==> src/rtl/student_apb_initiator.sv <==
// rtl/student_apb_initiator.sv - APB4 requester: valid/ready command in, held response out (optional timeout: APB_INIT_TIMEOUT_EN)
module student_apb_initiator #(
    parameter int APB_AW         = 10,
    parameter int APB_DW         = 32,
    parameter int TIMEOUT_CYCLES = 255
) (
    input  logic                clk_in,
    input  logic                reset_int,
    input  logic                req_valid,
    output logic                req_ready,
    input  logic [APB_AW-1:0]   req_addr,
    input  logic                req_write,
    input  logic [APB_DW-1:0]   req_wdata,
    input  logic [APB_DW/8-1:0] req_strb,
    output logic                rsp_valid,
    input  logic                rsp_ready,
    output logic [APB_DW-1:0]   rsp_rdata,
    output logic                rsp_err,
    output logic                rsp_timeout,
    output logic [APB_AW-1:0]   PADDR,
    output logic                PSEL,
    output logic                PENABLE,
    output logic                PWRITE,
    output logic [APB_DW-1:0]   PWDATA,
    output logic [APB_DW/8-1:0] PSTRB,
    input  logic [APB_DW-1:0]   PRDATA,
    input  logic                PREADY,
    input  logic                PSLVERR
);

    localparam int SW = APB_DW / 8;

    typedef enum logic [1:0] {
        IDLE   = 2'd0,
        SETUP  = 2'd1,
        ACCESS = 2'd2,
        RESP   = 2'd3
    } state_t;

    state_t              state_q, state_d;
    logic                psel_q, psel_d;
    logic                penable_q, penable_d;
    logic                pwrite_q, pwrite_d;
    logic [APB_AW-1:0]   paddr_q, paddr_d;
    logic [APB_DW-1:0]   pwdata_q, pwdata_d;
    logic [SW-1:0]       pstrb_q, pstrb_d;
    logic                rsp_valid_q, rsp_valid_d;
    logic [APB_DW-1:0]   rsp_rdata_q, rsp_rdata_d;
    logic                rsp_err_q, rsp_err_d;

`ifdef APB_INIT_TIMEOUT_EN
    localparam int CW = $clog2(TIMEOUT_CYCLES + 1);
    localparam logic [CW-1:0] CNT_LAST = CW'(TIMEOUT_CYCLES - 1);

    logic [CW-1:0] cnt_q, cnt_d;
    logic          rsp_timeout_q, rsp_timeout_d;
`else
    logic unused_timeout_cfg;
    assign unused_timeout_cfg = (TIMEOUT_CYCLES == 0);
`endif

    // Next-state and registered-output computation for the transfer FSM
    always_comb begin
        state_d     = state_q;
        psel_d      = psel_q;
        penable_d   = penable_q;
        pwrite_d    = pwrite_q;
        paddr_d     = paddr_q;
        pwdata_d    = pwdata_q;
        pstrb_d     = pstrb_q;
        rsp_valid_d = rsp_valid_q;
        rsp_rdata_d = rsp_rdata_q;
        rsp_err_d   = rsp_err_q;
`ifdef APB_INIT_TIMEOUT_EN
        cnt_d         = cnt_q;
        rsp_timeout_d = rsp_timeout_q;
`endif
        case (state_q)
            IDLE: begin
                if (req_valid) begin
                    state_d   = SETUP;
                    psel_d    = 1'b1;
                    penable_d = 1'b0;
                    paddr_d   = req_addr;
                    pwrite_d  = req_write;
                    pwdata_d  = req_wdata;
                    pstrb_d   = req_write ? req_strb : '0;
`ifdef APB_INIT_TIMEOUT_EN
                    cnt_d     = '0;
`endif
                end
            end
            SETUP: begin
                state_d   = ACCESS;
                penable_d = 1'b1;
            end
            ACCESS: begin
                if (PREADY) begin
                    state_d     = RESP;
                    psel_d      = 1'b0;
                    penable_d   = 1'b0;
                    rsp_valid_d = 1'b1;
                    rsp_rdata_d = pwrite_q ? '0 : PRDATA;
                    rsp_err_d   = PSLVERR;
`ifdef APB_INIT_TIMEOUT_EN
                    rsp_timeout_d = 1'b0;
                end else if (cnt_q == CNT_LAST) begin
                    // Last permitted wait cycle expired: abort with an error response
                    state_d       = RESP;
                    psel_d        = 1'b0;
                    penable_d     = 1'b0;
                    rsp_valid_d   = 1'b1;
                    rsp_rdata_d   = '0;
                    rsp_err_d     = 1'b1;
                    rsp_timeout_d = 1'b1;
                end else begin
                    cnt_d = cnt_q + 1'b1;
`endif
                end
            end
            RESP: begin
                if (rsp_ready) begin
                    state_d     = IDLE;
                    rsp_valid_d = 1'b0;
                end
            end
            default: state_d = IDLE;
        endcase
    end

    // State and output registers; reset drops any transfer immediately
    always_ff @(posedge clk_in or negedge reset_int) begin
        if (!reset_int) begin
            state_q     <= IDLE;
            psel_q      <= 1'b0;
            penable_q   <= 1'b0;
            pwrite_q    <= 1'b0;
            paddr_q     <= '0;
            pwdata_q    <= '0;
            pstrb_q     <= '0;
            rsp_valid_q <= 1'b0;
            rsp_rdata_q <= '0;
            rsp_err_q   <= 1'b0;
        end else begin
            state_q     <= state_d;
            psel_q      <= psel_d;
            penable_q   <= penable_d;
            pwrite_q    <= pwrite_d;
            paddr_q     <= paddr_d;
            pwdata_q    <= pwdata_d;
            pstrb_q     <= pstrb_d;
            rsp_valid_q <= rsp_valid_d;
            rsp_rdata_q <= rsp_rdata_d;
            rsp_err_q   <= rsp_err_d;
        end
    end

`ifdef APB_INIT_TIMEOUT_EN
    // Wait-state counter and timeout flag
    always_ff @(posedge clk_in or negedge reset_int) begin
        if (!reset_int) begin
            cnt_q         <= '0;
            rsp_timeout_q <= 1'b0;
        end else begin
            cnt_q         <= cnt_d;
            rsp_timeout_q <= rsp_timeout_d;
        end
    end

    assign rsp_timeout = rsp_timeout_q;
`else
    assign rsp_timeout = 1'b0;
`endif

    assign req_ready = (state_q == IDLE);
    assign rsp_valid = rsp_valid_q;
    assign rsp_rdata = rsp_rdata_q;
    assign rsp_err   = rsp_err_q;
    assign PADDR     = paddr_q;
    assign PSEL      = psel_q;
    assign PENABLE   = penable_q;
    assign PWRITE    = pwrite_q;
    assign PWDATA    = pwdata_q;
    assign PSTRB     = pstrb_q;

endmodule
==> config.mk <==
export PLATFORM = sky130hd
export DESIGN_NAME = student_apb_initiator
export DESIGN_NICKNAME = d
export VERILOG_FILES = /design/src/rtl/student_apb_initiator.sv
export SDC_FILE = /design/constraint.sdc
export NUM_CORES = 1
export LEC_CHECK = 0
export BUFFER_PORTS_ARGS = -buffer_cell sky130_fd_sc_hd__buf_2
export CAP_MARGIN = 30
export CORE_MARGIN = 8
export CORE_UTILIZATION = 49
export DETAILED_ROUTE_END_ITERATION = 12
export GPL_TIMING_DRIVEN = 0
export PLACE_DENSITY = 0.95
export SLEW_MARGIN = 10
export SYNTH_ARGS = -nofsm -noshare
export SYNTH_HDL_FRONTEND = slang
export SYNTH_SLANG_ARGS = --single-unit
==> constraint.sdc <==
create_clock -name clk_in -period 4.17 [get_ports clk_in]
set_clock_uncertainty 0.1 [all_clocks]
set_input_delay 0 -clock clk_in [delete_from_list [all_inputs] [get_ports clk_in]]
set_output_delay 0 -clock clk_in [all_outputs]
set_load 0.005 [all_outputs]
Word-level counts from Yosys, hierarchy flattened
Cells that the tools add are included.
- bits of input ports: 85
- flip-flop bits (word level): 85
- muxes and demuxes: 14
- equal/unequal tests: 6
- reduce and logical (&&, ||, !) cells: 10
- operators with widths (operator ; count):
    two-way mux 32 bit ; 1
    AND reduction 3 bit ; 4
    case mux 2 bit (4 select lines) ; 1
    two-way mux 2 bit ; 3
    inequality test 2 bit (second input constant) ; 3
    two-way mux 1 bit ; 5
    equality test 2 bit (second input constant) ; 2
    two-way mux 4 bit ; 1
    case mux 1 bit (2 select lines) ; 2
    AND reduction 2 bit ; 2
    nonzero test 2 bit ; 2
    case mux 1 bit (3 select lines) ; 1
    nonzero test 3 bit ; 1
    equality test 2 x 1 -> 1 bit (second input constant) ; 1
    logical NOT 2 bit ; 1

Depth between registers and ports, before layout
Gate-level depths: netlist (run 1).
- word-level depth: 3
- gate-level depth with buffers: 7
- gate-level depth less buffers: 5

Worst setup path after synthesis (run 1)
OpenSTA, ideal clock, no wires.
- path type: register to register
- from: reg state_q[0]
- to: reg state_q[1]
- data arrival time: 1.430 ns
- cell stages (with the launch flop): 6
- library setup time: 0.128 ns
- path slack: 2.512 ns
- path buffers: 0
- clock period less this slack: 1.658 ns
- cell sequence: dfrtp_1 inv_1 ha_1 nor2b_1 nor3_2 mux2_1
- cells in the longest elaborated chain, start to end: 3
- elaborated cells between the ends (all ways): 9
- those cells by class: eq/ne (6); mux (1); reduce/logical (2)
- ends and longest elaborated chain (item ; line ; source):
    start, declared ; 40 ; state_t state_q, state_d;
    start signal, assigned ; 145 ; state_q <= state_d;
    logical NOT 2 bit (*) ; - ;
    via req_ready ; 10 ; output logic req_ready,
    inequality test 2 bit (no source line) ; - ;
    AND reduction 3 bit (no source line) ; - ;
The timed path passes the listed nets; every way through them passes the cells marked *.
A chain may end at the register's enable or synchronous reset.

Worst setup path in the final report (run 1)
- from: reg state_q[0]
- to: reg psel_q, in the netlist PSEL
- cells in the longest elaborated chain, start to end: 3
- elaborated cells between the ends (all ways): 7
- those cells by class: eq/ne (3); mux (1); reduce/logical (3)
- ends and longest elaborated chain (item ; line ; source):
    equality test 2 bit / logical NOT 2 bit (equally long branches) ; 78 ; case (state_q)
    inequality test 2 bit (no source line) / nonzero test 2 bit (equally long branches) ; - ;
    AND reduction 3 bit (no source line) ; - ;
    end signal, assigned ; 146 ; psel_q <= psel_d;
    end, declared ; 41 ; logic psel_q, psel_d;
Parallel ways exist; a longest one is shown, timed or not.

==> impl_metrics.toml, run 1 <==
[global_routing]
antenna_found_initial = 2
overflow = 0
grt_util_all_layers_pct = 24.63
grt_pass1_wl_um = 19130
grt_pass1_vias = 3683
grt_max_degree = 50

[place]
place_congestion = 0.7854
placed_area_um2 = 4467
place_inst = 550
hpwl_um = 7281
io_buffers = 168

[cts]
cts_tree = "built"
post_cts_resized = 0
clock_path_buffers = 2
cts_made_buffers = 9
cts.sink_count = 85
cts.clk_slew.worst_paths_ns = 0.09
clkLatencyLatePin_ns = 0.34
root_buffer = "clkbuf_8"
cts_setup_buffers = 0
htree_levels = 3

[critical_path]
slowest_stage = "dlygate4sd3_1"
path_cells = "inv_1 > ha_1 > nor2b_1 > o22ai_1 > dlygate4sd3_1 > a211oi_1"
critPathRequiredTime_ns = 4.32
worstPathArrival_ns = 2.27
critical_path.max_fanout = 5
slowest_delay_ns = 0.58
path_class = "flop to flop"
endpoint_kind = "flop"
start_kind = "flop"

[routing]
drc = 0
vias = 3266
via_per_inst = 4.956
finalWirelength_um = 12050
first_pass_iters = 4
routedWlPerCell_um = 18.28
drt_iter0_markers = 119
final_antenna_net_count = 0

[logic_synthesis]
netlist_top_cells_area = "dfrtp_1, mux2_1, nand2b_1"
synthDistinctLibCells = 19
yosys_warnings = 0
ys_seq_area_share_pct = 61.20
ys_seq_elements = 85
synth_area_leader_cell = "dfrtp_1"
synthCells = 285
yosys.area.top_type_share_pct = 61.20
avgSynthCellArea_um2 = 12.20
synth_area_um2 = 3476
synth_fp_nets = 377

[pwr]
vdd_ir_drop_max_v = 0.0003578
p_leak_nw = 2.788
power_density_nw_per_um2 = 639.8
total_power_mw = 3.583

[floorplanning]
die_area_um2 = 10050
pin_count = 170
core_um2 = 6832
die_h_um = 100.2
start_util_pct = 50.88
die_w_um = 100.2
rows = 30

[cells_and_area]
n_fill_cell = 412
multi_input_area_um2 = 1261
regArea_um2 = 2127
design_area_um2 = 5599
area_growth_pct = 61.09
finalNonFillerCells = 659
drive_above_1_share_pct = 35.24
layout.nets = 646

[job]
cap_violations = 0

[outcome]
outcome = "complete, no violations"

[timing]
grt_setup_unrepaired = "false"
setup_viol = 0
max_clock_freq_mhz = 471.8
drv_slew = 0
finalCritPeriodShare_pct = 50.83
hold_slack_ns = 0.07344
fin_crit_ns = 2.120
final.setup.tns_ns = 0
hold_viol_final = 0

[worst_hold_path]
hp-class = "primary input to asynchronous set/reset pin"
-- layer usage --
| metal | global-route usage, % | vias to the layer above | routed length [µm] |
|---|---|---|---|
| li1 | - | 1491 | - |
| met1 | 25.27 | 1589 | 4339 |
| met2 | 44.87 | 150 | 6502 |
| met3 | 6.159 | 36 | 770 |
| met4 | 13.26 | 0 | 436 |
| met5 | 0 | - | 0 |
-- logic make-up (layout without fill, tap and decap cells) --
kind of cell             after synthesis  after routing  share of synthesized area, %
flip-flops                            85             85                         61.20
AND/OR/NAND/NOR                       85             85                         12.13
multiplexers                          48             48                         15.48
AO/OA/AOI/OAI                         40             40                         6.047
buffers and inverters                 19            293                         2.520
adder cells (fa/ha/maj)                7              7                         2.520
other                                  1              5                        0.1079
-- cells in the mapped netlist --
library cell,count
dfrtp_1,85
mux2_1,46
nand2_1,44
o21ai_1,36
nand2b_1,32
buf_2,10
ha_1,7
nor2b_1,6
clkbuf_1,5
inv_1,3
a211oi_1,2
mux2i_1,2
a22o_1,1
buf_4,1
conb_1,1
nor2_1,1
nor3_1,1
nor3_2,1
o22ai_1,1
-- power by group --
part	internal, mW	total, mW	switching (mW)
Sequential	1.22	1.46	0.241
Clock	0.359	0.670	0.311
Combinational	0.732	1.45	0.717
Total	2.31	3.58	1.27
-- worst max-delay path, delay by kind of cell (launching register included) --
family          cells  cell delay (ns)
flops               1             0.43
buf+inv             2             0.74
compound gates      2             0.34
fa+ha+maj           1             0.24
simple gates        1             0.19
-- registers in the layout (all words and copies together), names as in the netlist --
signal / count
state_q: 2
PWRITE: 1
PSEL: 1
rsp_err: 1
rsp_rdata: 32
PADDR: 10
PWDATA: 32
PSTRB: 4
PENABLE: 1
rsp_valid: 1
-- final timing paths --
| path | cells past startpoint | end | startpoint | slack (ns) |
|---|---|---|---|---|
| worst min register to register | 2 | rsp_rdata[18] | rsp_rdata[18] | 0.39 |
| max in group asynchronous | 3 | PADDR[2] | reset_int | 3.29 |
| worst max-delay path | 6 | PSEL | state_q[0] | 2.05 |
| worst min-delay path | 2 | rsp_rdata[30] | reset_int | 0.07 |
| worst max register to register | 6 | PSEL | state_q[0] | 2.05 |
| min in group clk_in | 4 | PENABLE | PREADY | 0.10 |
-- what timing repair did --
action	CTS	global route
hold buffers	89	0
hold endpoints to repair	167	0
setup endpoints to repair	0	0
-- cell usage in the layout (no fill, tap or decap), types with 2 or more instances in the layout --
master / netlist / final
dlygate4sd3_1: 0 / 89
ha_1: 7 / 7
clkbuf_1: 5 / 5
inv_1: 3 / 3
nand2_1: 44 / 44
clkbuf_8: 0 / 10
diode_2: 0 / 4
mux2i_1: 2 / 2
buf_4: 1 / 2
buf_2: 10 / 177
nand2b_1: 32 / 32
o21ai_1: 36 / 36
bufinv_16: 0 / 2
inv_6: 0 / 2
mux2_1: 46 / 46
a211oi_1: 2 / 2
nor2b_1: 6 / 6
dfrtp_1: 85 / 85
-- area by class of cell --
| class | instances | share of cell area, % |
|---|---|---|
| Multi-Input combinational cell | 181 | 22.53 |
| Antenna cell | 4 | 0.1788 |
| Inverter | 3 | 0.2011 |
| Tap cell | 96 | 2.145 |
| Sequential cell | 85 | 37.99 |
| Clock buffer | 10 | 2.458 |
| Buffer | 16 | 1.363 |
| Clock inverter | 6 | 1.676 |
| Timing Repair Buffer | 258 | 31.46 |
-- through the flow --
step / utilization, % / setup WS [ns]
final: 81.96 / 2.050
after CTS: 81.81 / 2.083
after global routing: 81.89 / 1.946
after global placement: 64.95 / 2.274
after floorplan: - / 2.512
after detailed placement: 65.38 / 2.224
Note: power is estimated with default switching activity, not from simulation.
==> run 2: changes to the inputs <==
- CORE_UTILIZATION: 49 -> 46
- PLACE_DENSITY: 0.95 -> 0.91
- clock period: 4.17 -> 2.1 ns (I/O delays scaled with it)
==> impl_metrics.toml, run 2 (same netlist as run 1, synthesis figures left out) <==
[outcome]
outcome = "complete, no violations"

[timing]
finalCritPeriodShare_pct = 94.58
hold_slack_ns = 0.03076
final.setup.tns_ns = 0
max_slew_margin_pct = 65.51
setup_slack_ns = 0.1139
drv_slew = 0
tightestPinTransition_ns = 0.5174
setup_viol = 0
fin_crit_ns = 1.986
max_clock_freq_mhz = 503.5
hold_viol_final = 0

[routing]
wl_met1_um = 4169
finalWirelength_um = 11580
via_per_inst = 4.813
drt_iter0_markers = 57
first_pass_iters = 4
highest_layer = "met4"
vias = 3172
wl_met3_um = 863
routedWlPerCell_um = 17.57
drc = 0
final_antenna_net_count = 0
met2_length_um = 6154

[critical_path]
worstPathArrival_ns = 2.13
slowest_delay_ns = 0.56
critical_path.max_fanout = 5
critPathRequiredTime_ns = 2.25
endpoint_kind = "flop"
slowest_stage = "dlygate4sd3_1"
start_kind = "flop"
path_cells = "inv_2 > ha_2 > nor2b_2 > o22ai_1 > dlygate4sd3_1 > a211oi_1"
path_class = "flop to flop"

[floorplanning]
die_area_um2 = 10590
start_util_pct = 47.67
pin_count = 170
core_um2 = 7292
die_h_um = 102.9
rows = 31
die_w_um = 102.9

[cells_and_area]
design_area_um2 = 5524
layout.nets = 645
drive_above_1_share_pct = 35.37
area_growth_pct = 58.93
post-route-util_pct = 75.76
final_common_cell = "buf_2"
final_cell_mix = "buf_2, dlygate4sd3_1, dfrtp_1"
finalNonFillerCells = 659

[global_routing]
overflow = 0
grt_pass1_wl_um = 17850
grt_pass1_vias = 3568
antenna_found_initial = 2
grt_util_all_layers_pct = 21.99
grt_max_degree = 47

[cts]
clock_path_buffers = 2
root_buffer = "clkbuf_8"
cts_tree = "built"
cts.clk_slew.worst_paths_ns = 0.08
htree_levels = 3
clkLatencyLatePin_ns = 0.34
cts.sink_count = 85
cts_made_buffers = 9

[place]
pre_cts_ws_ns = 0.1068
placed_area_um2 = 4463
place_inst = 553
hpwl_um = 7275
io_buffers = 168
place_congestion = 0.7201

[pwr]
total_power_mw = 6.700
power_density_nw_per_um2 = 1213
p_leak_nw = 2.740
vdd_ir_drop_max_v = 0.0006303

[worst_hold_path]
hp-class = "primary input to flop"

[job]
cap_violations = 0
[run 2: cell types whose count changed in the layout (fill, tap and decap cells not counted), sizes merged, moves of 2 or more]
cell      before  now
clkbuf        15   17
bufinv         2    0
inv            5    3
clkinvlp       1    3
[run 2: path summary, 6_finish.rpt]
check                               from  slack (ns)  depth (start not counted)            end
hold / removal                    PREADY        0.03                          3      rsp_valid
max in group asynchronous      reset_int        1.19                          3       PSTRB[3]
setup / recovery              state_q[0]        0.11                          6           PSEL
min in group asynchronous      reset_int        0.09                          2     PWDATA[10]
hold reg to reg            rsp_rdata[13]        0.39                          2  rsp_rdata[13]
setup reg to reg              state_q[0]        0.11                          6           PSEL
[run 2: cell type report]
type                       count  area [µm²]
timing repair buffer         257        1744
clock inverter                 3       22.52
clock buffer                  12       145.1
sequential                    85        2127
tap                           99       123.9
antenna                        3       7.507
inverter                       3       11.26
fill                         480        1768
multi-input combinational    181        1266
buffer                        16       76.32
[run 2: critical path, delay by kind of cell (launching register included)]
kind                       cells  cell delay, ns
AOI/OAI and AO/OA              2            0.31
adders and majority gates      1            0.21
buffers and inverters          2            0.68
DFF                            1            0.44
and+or+nand+nor                1            0.15
[run 2: routing by layer]
metal	GRT usage, %	up-vias
met5	0	-
met4	11.12	0
met3	5.064	34
met2	40.99	128
met1	22.35	1525
li1	-	1485
[run 2: where the power goes]
| part | internal, mW | switching [mW] |
|---|---|---|
| Combinational | 1.44 | 1.37 |
| Clock | 0.457 | 0.557 |
| Sequential | 2.43 | 0.448 |
[run 2: repair_timing]
item | 4_1_cts | 5_1_grt
hold buffers | 88 | 0
setup buffers | 0 | 0
setup endpoints to repair | 0 | 5
endpoints found under the hold margin | 167 | 0
resized for setup | 0 | 3
==> run 3: changes to the inputs <==
- clock period: 2.1 -> 1.9 ns (I/O delays scaled with it)
==> impl_metrics.toml, run 3 (same netlist as run 1, synthesis figures left out) <==
[pwr]
p_leak_nw = 2.750
power_density_nw_per_um2 = 1340
vdd_ir_drop_max_v = 0.0007071

[critical_path]
start_kind = "flop"
endpoint_kind = "flop"
critical_path.max_fanout = 10
critPathRequiredTime_ns = 2.01
worstPathArrival_ns = 1.92
reg2reg_slack_ns = 0.09
path_class = "flop to flop"

[cells_and_area]
final_cell_mix = "buf_2, dlygate4sd3_1, dfrtp_1"
area_growth_pct = 59.36
final_common_cell = "buf_2"
drive_above_1_share_pct = 35.19
post-route-util_pct = 75.96
layout.nets = 645
n_fill_cell = 478
finalNonFillerCells = 659

[routing]
vias = 3196
first_pass_iters = 4
drc = 0
drt_iter0_markers = 57
via_per_inst = 4.850
routedWlPerCell_um = 17.75
final_antenna_net_count = 0
finalWirelength_um = 11700

[floorplanning]
rows = 31
die_area_um2 = 10590
die_w_um = 102.9
core_um2 = 7292
pin_count = 170
die_h_um = 102.9
start_util_pct = 47.67

[cts]
root_buffer = "clkbuf_8"
clkLatencyLatePin_ns = 0.33
cts_tree = "built"
cts.sink_count = 85
clock_path_buffers = 2
cts.clk_slew.worst_paths_ns = 0.08
cts_made_buffers = 9
htree_levels = 3

[timing]
drv_slew = 0
setup_slack_ns = 0.08564
final.setup.tns_ns = 0
grt_setup_unrepaired = "true"
setup_viol = 0
finalCritPeriodShare_pct = 95.49
fin_crit_ns = 1.814
max_clock_freq_mhz = 551.2
hold_slack_ns = 0.09107
hold_viol_final = 0
max_slew_margin_pct = 65.56
tightestPinTransition_ns = 0.5166

[place]
io_buffers = 168
place_congestion = 0.7201
pre_cts_ws_ns = -0.09324
place_inst = 553
hpwl_um = 7275

[outcome]
outcome = "complete, no violations"

[global_routing]
antenna_found_initial = 2
overflow = 0
grt_max_degree = 47
grt_pass1_wl_um = 17950
grt_pass1_vias = 3574
grt_util_all_layers_pct = 22.18

[worst_hold_path]
hp-class = "primary input to asynchronous set/reset pin"

[job]
cap_violations = 0
==> run 3: worst max-delay path: stages (launching register included) <==
cell and delay [ns]:
dfrtp_1 0.44, inv_1 0.17, ha_2 0.27, nand2_2 0.14, buf_4 0.22, mux2_1 0.35
==> run 3: area by class of cell <==
cell class | count | area, µm² | area share, %
well taps | 99 | 123.9 | 2.236
plain buffers | 16 | 91.34 | 1.649
inverters | 3 | 11.26 | 0.2033
diodes | 3 | 7.507 | 0.1355
clock buffers | 12 | 145.1 | 2.620
multi-input cells | 181 | 1266 | 22.86
flip-flops and latches | 85 | 2127 | 38.40
repair buffers | 257 | 1744 | 31.49
clock inverters | 3 | 22.52 | 0.4066
==> run 3: stage by stage <==
stage                     area, µm²  power [mW]
after floorplan                3476       4.625
after global placement         4441       5.886
after detailed placement       4463       6.112
after CTS                      5522       7.381
after global routing           5537       7.957
final                          5539       7.421
==> run 3: path summary, 6_finish.rpt <==
kind / startpoint / end / cells after the start
setup / recovery: state_q[0] / PADDR[7] / 5
hold / removal: reset_int / PWDATA[10] / 2
setup reg to reg: state_q[0] / PADDR[7] / 5
hold reg to reg: rsp_rdata[13] / rsp_rdata[13] / 2
max in group asynchronous: reset_int / PSTRB[3] / 3
min in group clk_in: req_wdata[31] / PWDATA[31] / 3
==> run 3: what timing repair did <==
action                                  4_1_cts  5_1_grt
hold buffers                                 88        0
gates cloned                                  0        0
resized for setup                             4        4
endpoints found under the setup margin       42       46
pin swaps                                     0        1
endpoints found under the hold margin       167        0
buffers inserted                              0        0
==> run 3: metal layers <==
layer	share of wire, %	up-vias	track usage (%)	wire length [µm]
li1	-	1484	-	-
met1	35	1542	22.32	4089
met2	54	140	41.59	6297
met3	8.1	30	5.199	943
met4	3.1	0	11.12	365
met5	0	-	0	0
==> run 3: report_power, final <==
group	switching [mW]	internal, mW
registers	0.504	2.68
clock network	0.614	0.505
logic	1.51	1.60
total	2.63	4.79
